==> src/rtl/mmio_timer_pkg.sv <==
// Shared constants for the memory-mapped interval timer: register offsets,
// TCON bit positions, the default window base and a TCON packing helper.
package mmio_timer_pkg;

    localparam logic [31:0] DEFAULT_BASE_ADDR = 32'h4000_0000;

    localparam logic [1:0] TH_OFF      = 2'd0;
    localparam logic [1:0] TL_OFF      = 2'd1;
    localparam logic [1:0] TCON_OFF    = 2'd2;
    localparam logic [1:0] SYSTICK_OFF = 2'd3;

    localparam int TCON_EN = 0;
    localparam int TCON_IE = 1;
    localparam int TCON_IS = 2;

    localparam logic [31:0] TL_MAX = 32'hFFFF_FFFF;

    typedef struct packed {
        logic is;
        logic ie;
        logic en;
    } tcon_t;

    function automatic logic [31:0] pack_tcon(input tcon_t tcon);
        return {29'd0, tcon.is, tcon.ie, tcon.en};
    endfunction

endpackage

==> src/rtl/timer_prescaler.sv <==
// Clock divider producing one advance pulse every PRESCALE enabled cycles.
module timer_prescaler #(
    parameter int unsigned PRESCALE = 1
) (
    input  logic clk,
    input  logic reset,
    input  logic en,
    output logic advance
);

    localparam logic [15:0] LAST = 16'(PRESCALE - 1);

    logic [15:0] count;

    // Divider count: runs 0..PRESCALE-1 while enabled, frozen otherwise.
    always_ff @(posedge clk) begin
        if (reset) begin
            count <= 16'd0;
        end else if (en) begin
            if (count == LAST) begin
                count <= 16'd0;
            end else begin
                count <= count + 16'd1;
            end
        end else begin
            count <= count;
        end
    end

    assign advance = en && (count == LAST);

endmodule

==> src/rtl/mmio_timer.sv <==
// Memory-mapped interval timer: TH/TL/TCON/SYSTICK registers on the CPU data
// bus, reload-on-overflow counting, tick pulse and interrupt request.
module mmio_timer
    import mmio_timer_pkg::*;
#(
    parameter logic [31:0] BASE_ADDR = DEFAULT_BASE_ADDR,
    parameter int unsigned PRESCALE  = 1
) (
    input  logic        clk,
    input  logic        reset,
    input  logic [31:0] addr,
    input  logic [31:0] wdata,
    input  logic        mem_rd,
    input  logic        mem_wr,
    output logic [31:0] rdata,
    output logic        irq,
    output logic        tick
);

    logic [31:0] th;
    logic [31:0] tl;
    logic [31:0] systick;
    tcon_t       tcon;

    logic       hit;
    logic [1:0] offset;
    logic       wr_th;
    logic       wr_tl;
    logic       wr_tcon;
    logic       advance;
    logic       overflow;
    logic       unused_addr_bits;

    assign hit              = (addr[31:4] == BASE_ADDR[31:4]);
    assign offset           = addr[3:2];
    assign unused_addr_bits = ^addr[1:0];

    assign wr_th   = mem_wr && hit && (offset == TH_OFF);
    assign wr_tl   = mem_wr && hit && (offset == TL_OFF);
    assign wr_tcon = mem_wr && hit && (offset == TCON_OFF);

    timer_prescaler #(
        .PRESCALE(PRESCALE)
    ) u_prescaler (
        .clk    (clk),
        .reset  (reset),
        .en     (tcon.en),
        .advance(advance)
    );

    // A CPU store to TL in the same cycle cancels the overflow entirely.
    assign overflow = advance && (tl == TL_MAX) && !wr_tl;

    // Reload and counter registers; TH write lands after this edge's reload.
    always_ff @(posedge clk) begin
        if (reset) begin
            th <= 32'd0;
            tl <= 32'd0;
        end else begin
            th <= wr_th ? wdata : th;
            if (wr_tl) begin
                tl <= wdata;
            end else if (overflow) begin
                tl <= th;
            end else if (advance) begin
                tl <= tl + 32'd1;
            end else begin
                tl <= tl;
            end
        end
    end

    // Control/status: an overflow-set IS is merged with a concurrent TCON store.
    always_ff @(posedge clk) begin
        if (reset) begin
            tcon <= '0;
        end else if (wr_tcon) begin
            tcon.en <= wdata[TCON_EN];
            tcon.ie <= wdata[TCON_IE];
            tcon.is <= wdata[TCON_IS] | (overflow & tcon.ie);
        end else begin
            tcon.en <= tcon.en;
            tcon.ie <= tcon.ie;
            tcon.is <= tcon.is | (overflow & tcon.ie);
        end
    end

    // Free-running cycle counter and the registered tick pulse.
    always_ff @(posedge clk) begin
        if (reset) begin
            systick <= 32'd0;
            tick    <= 1'b0;
        end else begin
            systick <= systick + 32'd1;
            tick    <= overflow;
        end
    end

    assign irq = tcon.ie & tcon.is;

    // Zero-latency read mux for the single-cycle CPU.
    always_comb begin
        rdata = 32'd0;
        if (mem_rd && hit) begin
            case (offset)
                TH_OFF:      rdata = th;
                TL_OFF:      rdata = tl;
                TCON_OFF:    rdata = pack_tcon(tcon);
                SYSTICK_OFF: rdata = systick;
                default:     rdata = 32'd0;
            endcase
        end else begin
            rdata = 32'd0;
        end
    end

endmodule

==> config.mk <==
export PLATFORM = sky130hd
export DESIGN_NAME = mmio_timer
export DESIGN_NICKNAME = d
export VERILOG_FILES = /design/src/rtl/mmio_timer_pkg.sv /design/src/rtl/timer_prescaler.sv /design/src/rtl/mmio_timer.sv
export SDC_FILE = /design/constraint.sdc
export NUM_CORES = 1
export LEC_CHECK = 0
export BUFFER_PORTS_ARGS = -buffer_cell sky130_fd_sc_hd__buf_2
export CORE_MARGIN = 1
export CORE_UTILIZATION = 33
export DETAILED_ROUTE_END_ITERATION = 10
export PLACE_DENSITY = 0.52
export SLEW_MARGIN = 10
export SYNTH_ARGS = -nofsm -noshare
export SYNTH_HDL_FRONTEND = slang
export SYNTH_HIERARCHICAL = 1
export SYNTH_SLANG_ARGS = --single-unit
export TNS_END_PERCENT = 30
==> constraint.sdc <==
create_clock -name clk -period 3.16 [get_ports clk]
set_clock_uncertainty 0.15 [all_clocks]
set_input_delay 0.474 -clock clk [delete_from_list [all_inputs] [get_ports clk]]
set_output_delay 0.474 -clock clk [all_outputs]
set_load 0.02 [all_outputs]
==> summary.txt, run 1 <==
Logic synthesis
  • Post-Syn Instances: 898
  • Main flop type after synthesis: sky130_fd_sc_hd__dfxtp_1
  • Proportion of netlist area held by the largest area contributor: 32.8%
  • Post-synth top area cell: sky130_fd_sc_hd__dfxtp_1
  • Most numerous cell types in the synthesized netlist: sky130_fd_sc_hd__nor2_1 (124), sky130_fd_sc_hd__dfxtp_1 (116), sky130_fd_sc_hd__nand2_1 (116)
  • Synth Net Count: 970
  • Sequential cell area fraction in the yosys report: 32.8%
  • Warnings, synthesis: 6
  • Most frequent cell after synthesis: sky130_fd_sc_hd__nor2_1
  • Flip-flop and latch count after synthesis: 116
  • Cell Area, Synth: 7080 sq um
  • Dominant cells by area after synthesis: sky130_fd_sc_hd__dfxtp_1 (33%), sky130_fd_sc_hd__nor2_1 (6.6%), sky130_fd_sc_hd__a21oi_1 (6.1%), sky130_fd_sc_hd__nand2_1 (6.1%), sky130_fd_sc_hd__mux2i_1 (4.9%)
  • Share of flip-flops with an asynchronous set or reset after synthesis: 0%
  • Number of enable flip-flop cells after synthesis: 0
  • Avg Synthesized Cell Area: 7.89 sq um
  • Cell variety after synth: 73

Outcome
  • Outcome: finished clean

Final layout
  • Fraction of final layout cells sized beyond drive strength 1: 21.8%
  • # diodes: 0
  • Register cell area after layout: 2320 sq um
  • Area growth, synth to finish: 19.8%
  • Finished layout cell area: 8490 sq um
  • Net count reported at finish: 1,064
  • Share of the core filled with cells in the final layout: 40.4%
  • Area of the multi-input gates: 4400 sq um
  • Fill cells: 2,207

Clocking
  • Clock transition at the registers of the reported paths: 0.06 ns
  • CTS tree: yes
  • Clk root buf: sky130_fd_sc_hd__clkbuf_16
  • Total CTS buffers: 17
  • Skew-Pair Late Insertion Delay: 0.43 ns
  • CTS-repair resized insts: 0
  • CTS max path bufs: 2
  • H-tree levels: 4
  • Clock Sinks: 116
  • Total setup buffers inserted after CTS: 0
  • Number of hold buffers added after CTS: 0

Worst setup path
  • Worst R2R Path Depth: 5
  • Worst path required time: 2.54 ns
  • Crit path kind: input pin to output pin
  • Series of cell instances along the critical path: buf_2 -> nor4_1 -> nand3_2 -> nor2_1 -> nand2_1 -> buf_4 -> nor2_1 -> buf_2
  • Delay of the slowest cell on the worst path: 0.39 ns
  • Arrival time reported for the critical path endpoint: 2.09 ns
  • Crit path max-delay cell type: sky130_fd_sc_hd__nor4_1
  • Maximum fanout encountered on the critical timing path: 29
  • Register-to-Register Setup Slack: 0.46 ns
  • Kind of end point of the critical path: output pin
  • Crit start category: input pin

Run
  • Number of max-capacitance violations reported: 0

GRT
  • Global-route wire length before repair: 36,600 um
  • Number of global-route vias before repair: 6,541
  • Global route overflow: 0
  • Initial antenna violation count: 0
  • Pin count of the biggest net entering global routing: 48
  • Total track usage: 21.6%

Route
  • Iteration-0 DRC Markers: 487
  • Via count: 7,004
  • Total detailed-routing wirelength: 22,900 um
  • Residual DRC count: 0
  • Detailed-routing iteration count for the pre-antenna-repair pass: 5
  • Number of nets with antenna violations after detailed routing: 0
  • Per-cell routed wire length: 17.9 um
  • Avg Vias per Cell: 5.48

Timing
  • Fmax: 369 MHz
  • Final setup vio count: 0
  • Share of the clock period used by the worst path after layout: 85.8%
  • Final worst hold slack: 0.150 ns
  • Headroom to the max-slew limit: 57.0%
  • Unrepaired setup endpoints after global routing: false
  • Transition time at the pin with the least slew margin: 0.641 ns
  • Shortest clock period the worst path allows after layout: 2.71 ns
  • Fin. Hold Viols: 0
  • Final-report max-slew violation count: 0
  • Final setup TNS: 0 ns

Placement
  • RePlAce Congestion: 0.855
  • Post-detailed-placement cell area: 7920 sq um
  • Port Buf Inserts: 99
  • Half-perimeter wire length after detailed placement: 16,600 um

Floorplan
  • Core region area: 21,000 sq um
  • Num rows: 53
  • Die ar.: 22,100 sq um
  • Die Y: 149 um
  • Top Ports: 102
  • Initial standard-cell utilization of the core: 33.7%
  • Die W: 149 um

Power
  • Leakage power figure: 3.15 nW
  • Peak supply drop: 303 uV
  • Power per cell area: 414 nW/um^2

Min path
  • Path category of the worst min-delay check: input pin to register
  • Hold-critical path depth: 3
-- cell families (layout without fill, tap and decap cells) --
kind of cell	Yosys count	count (layout)	share of synthesized area, %
and+or+nand+nor	434	434	33.2
muxes	39	39	6.06
AOI/OAI and AO/OA	185	185	16.7
adders and majority gates	4	4	0.706
DFF	116	116	32.8
xor gates and xnor gates	43	43	5.32
buffers and inverters	77	183	5.23
-- per-stage QoR --
step	worst slack, ns	instances	power [mW]
finish	0.450	1279	3.51
detailed placement	0.392	1248	1.67
CTS	0.378	1279	3.55
global route	0.249	1279	3.64
floorplan	0.513	898	1.58
global placement	0.438	1248	1.67
-- registers in the layout, summed over array words and instances (netlist names) --
name	flops
tcon	3
tl	32
th	32
u_prescaler/count	16
tick	1
systick	32
-- path summary, 6_finish.rpt --
path                            start             endpoint
hold / removal               wdata[6]   th[6]$_SDFFE_PP0P_
hold reg to reg    th[3]$_SDFFE_PP0P_   th[3]$_SDFFE_PP0P_
setup / recovery             addr[20]             rdata[9]
setup reg to reg  tl[28]$_SDFFE_PP0P_  tl[27]$_SDFFE_PP0P_
-- worst max-delay path: cells and delay by family --
family / cells / cell delay [ns]
simple gates: 5 / 1.07
buf+inv: 3 / 0.51
-- layout make-up --
type | instances | share of cell area [%]
multi-input combinational | 705 | 51.8
sequential | 116 | 27.4
timing repair buffer | 138 | 9.46
clock buffer | 18 | 5.17
tap | 275 | 4.05
clock inverter | 13 | 1.49
inverter | 14 | 0.619
-- layer usage --
layer  global-route usage, %  routed length (um)  vias to the layer above
met3                    3.53                 979                       34
met4                    8.25                 518                        0
met1                    29.3               10800                     3330
li1                        -                   -                     3460
met5                       0                   0                        -
met2                    34.2               10600                      180
-- cells in the final DEF (no fill, tap or decap), types with 5 or more instances in the layout --
| cell | Yosys | layout |
|---|---|---|
| sky130_fd_sc_hd__a211o_1 | 7 | 7 |
| sky130_fd_sc_hd__a21oi_1 | 87 | 87 |
| sky130_fd_sc_hd__a311oi_1 | 8 | 8 |
| sky130_fd_sc_hd__a31oi_1 | 13 | 13 |
| sky130_fd_sc_hd__and2_1 | 7 | 7 |
| sky130_fd_sc_hd__and3_1 | 15 | 15 |
| sky130_fd_sc_hd__and4_1 | 12 | 12 |
| sky130_fd_sc_hd__buf_2 | 24 | 98 |
| sky130_fd_sc_hd__buf_4 | 1 | 39 |
| sky130_fd_sc_hd__clkbuf_16 | 0 | 17 |
| sky130_fd_sc_hd__clkinv_4 | 0 | 5 |
| sky130_fd_sc_hd__dfxtp_1 | 116 | 116 |
| sky130_fd_sc_hd__inv_1 | 14 | 14 |
| sky130_fd_sc_hd__mux2i_1 | 35 | 35 |
| sky130_fd_sc_hd__nand2_1 | 116 | 116 |
| sky130_fd_sc_hd__nand3_1 | 35 | 35 |
| sky130_fd_sc_hd__nand4_1 | 32 | 32 |
| sky130_fd_sc_hd__nor2_1 | 124 | 124 |
| sky130_fd_sc_hd__nor3_1 | 10 | 10 |
| sky130_fd_sc_hd__nor4_1 | 19 | 19 |
| sky130_fd_sc_hd__nor4_2 | 6 | 5 |
| sky130_fd_sc_hd__o211ai_1 | 9 | 9 |
| sky130_fd_sc_hd__o21ai_0 | 16 | 16 |
| sky130_fd_sc_hd__o22ai_1 | 7 | 7 |
| sky130_fd_sc_hd__or4_1 | 12 | 12 |
| sky130_fd_sc_hd__xnor2_1 | 17 | 17 |
| sky130_fd_sc_hd__xor2_1 | 26 | 26 |
-- report_power, final --
group / switching [mW] / leakage (nW) / total, mW / internal [mW]
Combinational: 0.0933 / 1.94 / 0.152 / 0.0590
Clock: 0.772 / 0.277 / 1.88 / 1.11
Sequential: 0.0124 / 0.935 / 1.48 / 1.47
(Power assumes the default switching activity.)
==> inputs of run 2 (changes only) <==
- ABC_CLOCK_PERIOD_IN_PS: default -> 3160
- CTS_BUF_LIST: default -> sky130_fd_sc_hd__clkbuf_8
- SYNTH_HIERARCHICAL: 1 -> default
==> run 2 against run 1 <==
  * Power shrank 16%
  * Fmax shrank 7.3%
  * Final area shrank 8.5%
  * Synthesized area shrank 7.8%
  * Setup slack lost 0.21 ns
  * Die area shrank 7.7%
  * Non-clock buffer count shrank 13
  * Global-route usage shrank 1.3 points
  * Core utilization shrank 0.47 points
  * Routed wire length shrank 13%
  * Via count shrank 9.1%
  * Sequential share of layout area grew 2.5 points
  * Critical path type unchanged
==> summary.txt, run 2 <==
Logic synthesis
  • Post-Syn Instances: 860
  • Most numerous cell types in the synthesized netlist: sky130_fd_sc_hd__nor2_1 (135), sky130_fd_sc_hd__dfxtp_1 (116), sky130_fd_sc_hd__nand2_1 (111)
  • Dominant cells by area after synthesis: sky130_fd_sc_hd__dfxtp_1 (36%), sky130_fd_sc_hd__nor2_1 (7.8%), sky130_fd_sc_hd__a21oi_1 (7.0%), sky130_fd_sc_hd__nand2_1 (6.4%), sky130_fd_sc_hd__mux2i_1 (6.0%)
  • Number of enable flip-flop cells after synthesis: 0
  • Post-synth top area cell: sky130_fd_sc_hd__dfxtp_1
  • Warnings, synthesis: 0
  • Proportion of netlist area held by the largest area contributor: 35.6%
  • Cell variety after synth: 53
  • Share of flip-flops with an asynchronous set or reset after synthesis: 0%
  • Sequential cell area fraction in the yosys report: 35.6%
  • Most frequent cell after synthesis: sky130_fd_sc_hd__nor2_1
  • Synth Net Count: 932
  • Avg Synthesized Cell Area: 7.59 sq um
  • Cell Area, Synth: 6530 sq um
  • Flip-flop and latch count after synthesis: 116
  • Main flop type after synthesis: sky130_fd_sc_hd__dfxtp_1

Worst setup path
  • Path length in cells of the critical path: 9
  • Delay of the slowest cell on the worst path: 0.49 ns
  • Kind of cell adding the most delay to the critical path: simple AND/OR/NAND/NOR gates
  • Worst reg2reg startpoint: tl[0]$_SDFFE_PP0P_
  • Critical R2R Capture: tl[11]$_SDFFE_PP0P_
  • Register-to-Register Setup Slack: 0.47 ns
  • Critical path buffers and inverters: 4
  • Maximum fanout encountered on the critical timing path: 29
  • Critical path destination: rdata[29]
  • Crit start category: input pin
  • Worst R2R Path Depth: 7
  • Kind of end point of the critical path: output pin
  • Worst path required time: 2.54 ns
  • Arrival time reported for the critical path endpoint: 2.30 ns
  • Series of cell instances along the critical path: buf_2 -> nor4b_1 -> nand4_1 -> or3_4 -> inv_1 -> nand2_1 -> buf_12 -> nor2_1 -> buf_2
  • Setup crit start: addr[13]
  • CP dominant cell by count: sky130_fd_sc_hd__buf_2
  • Crit path kind: input pin to output pin
  • Crit path max-delay cell type: sky130_fd_sc_hd__or3_4

Floorplan
  • Die Y: 143 um
  • Core region area: 19,500 sq um
  • Die ar.: 20,400 sq um
  • Top Ports: 102
  • Die W: 143 um
  • Num rows: 51
  • Initial standard-cell utilization of the core: 33.6%

Clocking
  • Clock Sinks: 116
  • CTS tree: yes
  • Number of hold buffers added after CTS: 0
  • Total setup buffers inserted after CTS: 0
  • Clock transition at the registers of the reported paths: 0.07 ns
  • CTS-repair resized insts: 0
  • CTS max path bufs: 2
  • H-tree levels: 4
  • Skew-Pair Late Insertion Delay: 0.44 ns
  • Clk root buf: sky130_fd_sc_hd__clkbuf_8
  • Total CTS buffers: 17

GRT
  • Initial antenna violation count: 3
  • Global route overflow: 0
  • Total track usage: 20.3%
  • Pin count of the biggest net entering global routing: 79
  • Number of global-route vias before repair: 5,787
  • Global-route wire length before repair: 31,600 um

Final layout
  • Number of cells in the finished layout apart from fillers: 1,229
  • Biggest registers after layout: systick: 32 flops, th: 32 flops, tl: 32 flops
  • Commonest non-fill, non-tap cells in the layout: sky130_fd_sc_hd__nor2_1 (135), sky130_fd_sc_hd__dfxtp_1 (116), sky130_fd_sc_hd__nand2_1 (111)
  • Most common library cell in the layout ignoring fill and taps: sky130_fd_sc_hd__nor2_1
  • Area growth, synth to finish: 18.9%
  • Share of the core filled with cells in the final layout: 39.9%
  • Fraction of final layout cells sized beyond drive strength 1: 17.0%
  • Net count reported at finish: 1,022
  • Finished layout cell area: 7770 sq um

Power
  • Share of total power in combinational logic: 4.5%
  • Peak supply drop: 221 uV
  • Total internal power: 2.28 mW
  • Total net switching power: 693 uW
  • Leakage power figure: 2.86 nW
  • Power per cell area: 382 nW/um^2
  • Clock share of power: 46.0%
  • Sw Share: 23.3%
  • Fraction of power consumed by sequential logic: 49.6%

Route
  • Residual DRC count: 0
  • Iteration-0 DRC Markers: 457
  • Total detailed-routing wirelength: 19,900 um
  • Number of nets with antenna violations after detailed routing: 0
  • Via count: 6,367
  • Per-cell routed wire length: 16.2 um
  • Detailed-routing iteration count for the pre-antenna-repair pass: 5
  • Avg Vias per Cell: 5.18

Timing
  • Unrepaired setup endpoints after global routing: false
  • Final setup TNS: 0 ns
  • Final-report max-slew violation count: 0
  • Final setup vio count: 0
  • Transition time at the pin with the least slew margin: 0.900 ns
  • Final worst hold slack: 0.125 ns
  • Shortest clock period the worst path allows after layout: 2.92 ns
  • Fin. Hold Viols: 0
  • Headroom to the max-slew limit: 40.0%
  • Share of the clock period used by the worst path after layout: 92.5%
  • Fmax: 342 MHz

Min path
  • Path category of the worst min-delay check: input pin to register

Placement
  • Half-perimeter wire length after detailed placement: 13,900 um
  • Cell total after placement: 1,196
  • Port Buf Inserts: 99
  • RePlAce Congestion: 0.820
  • Post-detailed-placement cell area: 7380 sq um

Run
  • Number of max-capacitance violations reported: 0

Outcome
  • Outcome: finished clean
## run 2: cell types whose count changed after synthesis, moves of 10 or more
cell | before | now
sky130_fd_sc_hd__a31oi_1 | 13 | 3
sky130_fd_sc_hd__and3_1 | 15 | 27
sky130_fd_sc_hd__buf_2 | 24 | 7
sky130_fd_sc_hd__clkbuf_1 | 23 | 39
sky130_fd_sc_hd__nor2_1 | 124 | 135
sky130_fd_sc_hd__o21ai_0 | 16 | 26
sky130_fd_sc_hd__or4_1 | 12 | 2
sky130_fd_sc_hd__xnor2_1 | 17 | 40
sky130_fd_sc_hd__xor2_1 | 26 | 16
## run 2: area by class of cell
| class | instances | area (sq um) |
|---|---|---|
| clock buffers | 21 | 289 |
| well taps | 265 | 332 |
| inverters | 15 | 56.3 |
| flip-flops and latches | 116 | 2320 |
| diodes | 2 | 5.00 |
| repair buffers | 125 | 743 |
| multi-input cells | 675 | 3930 |
| fillers | 2064 | 11700 |
| clock inverters | 10 | 92.6 |
## run 2: power groups by stage
stage	clock network (mW)	logic, mW	registers, mW
after floorplan	0	0.0619	1.50
after global placement	0	0.134	1.50
after detailed placement	0	0.134	1.50
after CTS	1.41	0.134	1.47
after global routing	1.47	0.144	1.47
final	1.37	0.132	1.47
## run 2: logic make-up (layout without fill, tap and decap cells)
group | after synthesis | in the layout | synth area share [%]
adder cells (fa/ha/maj) | 4 | 4 | 0.766
multiplexers | 43 | 43 | 7.18
AO/OA/AOI/OAI | 163 | 163 | 14.3
other | 0 | 2 | 0
AND/OR/NAND/NOR | 409 | 409 | 30.2
XOR/XNOR | 56 | 56 | 7.51
buffers and inverters | 69 | 171 | 4.44
flip-flops | 116 | 116 | 35.6
## run 2: worst min path at each step
stage / start / to / slack (ns) / cells after the start
detailed placement: th[27]$_SDFFE_PP0P_ / th[27]$_SDFFE_PP0P_ / 0.31 / 2
global route: wdata[10] / tl[10]$_SDFFE_PP0P_ / 0.10 / 3
finish: wdata[4] / tl[4]$_SDFFE_PP0P_ / 0.12 / 3
global placement: th[19]$_SDFFE_PP0P_ / th[19]$_SDFFE_PP0P_ / 0.31 / 2
CTS: wdata[10] / tl[10]$_SDFFE_PP0P_ / 0.11 / 3
floorplan: systick[0]$_SDFF_PP0_ / systick[0]$_SDFF_PP0_ / 0.28 / 1
## run 2: metal layers
metal / share of wire, % / global-route usage (%) / vias up
met1: 50 / 28.2 / 2969
met3: 5.0 / 4.39 / 18
met5: 0.040 / 0 / -
met4: 1.3 / 6.28 / 2
li1: - / - / 3215
met2: 44 / 31.2 / 163
## run 2: through the flow
step | setup WS (ns) | total power, mW
global placement | 0.242 | 1.64
floorplan | 0.287 | 1.56
CTS | 0.197 | 3.01
finish | 0.237 | 2.97
global route | 0.0857 | 3.08
detailed placement | 0.195 | 1.64
## run 2: tightest hold or removal path: stages
cell                      delay [ns]
sky130_fd_sc_hd__buf_2          0.10
sky130_fd_sc_hd__nand2_1        0.05
sky130_fd_sc_hd__a21oi_1        0.05
==> inputs of run 3 (changes only) <==
- REMOVE_ABC_BUFFERS: default -> 1
==> run 3 against run 2 <==
  * Critical path depth unchanged
  * Via count decreased by 1.3%
  * Largest cell class unchanged
  * Setup slack improved by 0.035 ns
  * Cell count increased by 0.16%
  * Largest power group is now the clock network
  * Register-to-register slack improved by 0.03 ns
  * Fmax increased by 1.2%
  * Worst hold slack got worse by 0.0015 ns
  * Die area unchanged
==> summary.txt, run 3 (same netlist as run 2, synthesis figures left out) <==
Outcome
  • Outcome: finished clean

Power
  • Power per cell area: 405 nW/um^2
  • Leakage power figure: 2.85 nW
  • Total power after layout: 3.17 mW
  • Peak supply drop: 273 uV

Worst setup path
  • Register-to-Register Setup Slack: 0.50 ns
  • Worst path required time: 2.54 ns
  • Arrival time reported for the critical path endpoint: 2.26 ns
  • CP dominant cell by count: sky130_fd_sc_hd__buf_2
  • Kind of end point of the critical path: output pin
  • Kind of cell adding the most delay to the critical path: simple AND/OR/NAND/NOR gates
  • Series of cell instances along the critical path: buf_2 -> nor4_1 -> nand4_1 -> or3_4 -> inv_1 -> nand2_1 -> buf_4 -> nor2_1 -> buf_2
  • Crit start category: input pin
  • Crit path kind: input pin to output pin
  • Maximum fanout encountered on the critical timing path: 29
  • Crit path max-delay cell type: sky130_fd_sc_hd__or3_4
  • Critical path buffers and inverters: 4
  • Setup crit start: addr[5]
  • Worst reg2reg startpoint: u_prescaler.count[0]$_SDFFE_PP0P_
  • Delay of the slowest cell on the worst path: 0.47 ns

Clocking
  • Clock Sinks: 116
  • CTS max path bufs: 2
  • Clock transition at the registers of the reported paths: 0.08 ns
  • Number of hold buffers added after CTS: 0
  • CTS-repair resized insts: 0
  • Total setup buffers inserted after CTS: 0
  • Total CTS buffers: 17
  • H-tree levels: 4
  • Skew-Pair Late Insertion Delay: 0.44 ns
  • Clk root buf: sky130_fd_sc_hd__clkbuf_8
  • CTS tree: yes

Min path
  • Hold path startpoint: wdata[26]
  • Path category of the worst min-delay check: input pin to register

Route
  • Number of nets with antenna violations after detailed routing: 0
  • Via count: 6,286
  • Residual DRC count: 0
  • Avg Vias per Cell: 5.11
  • Detailed-routing iteration count for the pre-antenna-repair pass: 5
  • Total detailed-routing wirelength: 20,100 um
  • Per-cell routed wire length: 16.3 um
  • Iteration-0 DRC Markers: 496

Floorplan
  • Core region area: 19,500 sq um
  • Die ar.: 20,400 sq um
  • Num rows: 51
  • Die Y: 143 um
  • Top Ports: 102
  • Initial standard-cell utilization of the core: 33.6%
  • Die W: 143 um

Timing
  • Fmax: 346 MHz
  • Unrepaired setup endpoints after global routing: false
  • Shortest clock period the worst path allows after layout: 2.89 ns
  • Final setup TNS: 0 ns
  • Share of the clock period used by the worst path after layout: 91.4%
  • Final setup vio count: 0
  • Transition time at the pin with the least slew margin: 0.799 ns
  • Final-report max-slew violation count: 0
  • Headroom to the max-slew limit: 46.3%
  • Fin. Hold Viols: 0

Final layout
  • Net count reported at finish: 1,025
  • Finished layout cell area: 7820 sq um
  • Commonest non-fill, non-tap cells in the layout: sky130_fd_sc_hd__nor2_1 (135), sky130_fd_sc_hd__dfxtp_1 (116), sky130_fd_sc_hd__nand2_1 (111)
  • Biggest registers after layout: systick: 32 flops, th: 32 flops, tl: 32 flops
  • Area growth, synth to finish: 19.8%
  • Fraction of final layout cells sized beyond drive strength 1: 18.0%
  • # diodes: 0
  • Fill cells: 2,063
  • Most common library cell in the layout ignoring fill and taps: sky130_fd_sc_hd__nor2_1

Placement
  • Post-detailed-placement cell area: 7370 sq um
  • RePlAce Congestion: 0.829
  • Port Buf Inserts: 99
  • Half-perimeter wire length after detailed placement: 14,200 um

GRT
  • Pin count of the biggest net entering global routing: 47
  • Global-route wire length before repair: 32,200 um
  • Initial antenna violation count: 0
  • Total track usage: 20.4%
  • Global route overflow: 0
  • Number of global-route vias before repair: 5,816

Run
  • Number of max-capacitance violations reported: 0
-- run 3: per-stage QoR --
step           setup slack [ns]  cells  hold slack [ns]  utilization, %
2_1_floorplan             0.239    806            0.281               -
3_3_place_gp              0.277   1199            0.307            37.9
3_5_place_dp              0.260   1199            0.311            37.9
4_1_cts                   0.258   1231            0.102            40.2
5_1_grt                  0.0347   1231            0.106            40.2
6_report                  0.272   1231            0.123            40.2
-- run 3: path summary, 6_finish.rpt --
kind	cells after the start	end
worst max-delay path	9	rdata[5]
worst min register to register	2	th[30]$_SDFFE_PP0P_
worst max register to register	8	tl[21]$_SDFFE_PP0P_
worst min-delay path	3	tl[26]$_SDFFE_PP0P_
-- run 3: area by class of cell --
type / count / area [sq um] / area share, %
clock buffers: 20 / 275 / 3.52
clock inverters: 12 / 176 / 2.26
inverters: 15 / 56.3 / 0.720
multi-input cells: 675 / 3920 / 50.1
flip-flops and latches: 116 / 2320 / 29.7
well taps: 265 / 332 / 4.24
repair buffers: 128 / 741 / 9.47
-- run 3: routing by layer --
layer	vias to the layer above	global-route usage, %	part of all wire [%]
met5	-	0	0
met4	0	5.43	1.3
met3	17	3.69	4.1
met2	140	31.7	45
met1	2917	28.7	50
li1	3212	-	-
-- run 3: worst reg2reg max path: stages (launching register included) --
cell	delay, ns
sky130_fd_sc_hd__dfxtp_1	0.35
sky130_fd_sc_hd__inv_1	0.07
sky130_fd_sc_hd__ha_1	0.14
sky130_fd_sc_hd__nor4b_1	0.32
sky130_fd_sc_hd__nand4_1	0.14
sky130_fd_sc_hd__buf_4	0.28
sky130_fd_sc_hd__nor3_1	0.72
sky130_fd_sc_hd__o21ai_0	0.23
sky130_fd_sc_hd__o21ai_0	0.20
-- run 3: where the power goes --
group	internal [mW]	switching [mW]	total, mW
clock network	0.923	0.647	1.57
registers	1.46	0.00442	1.47
logic	0.0518	0.0807	0.133
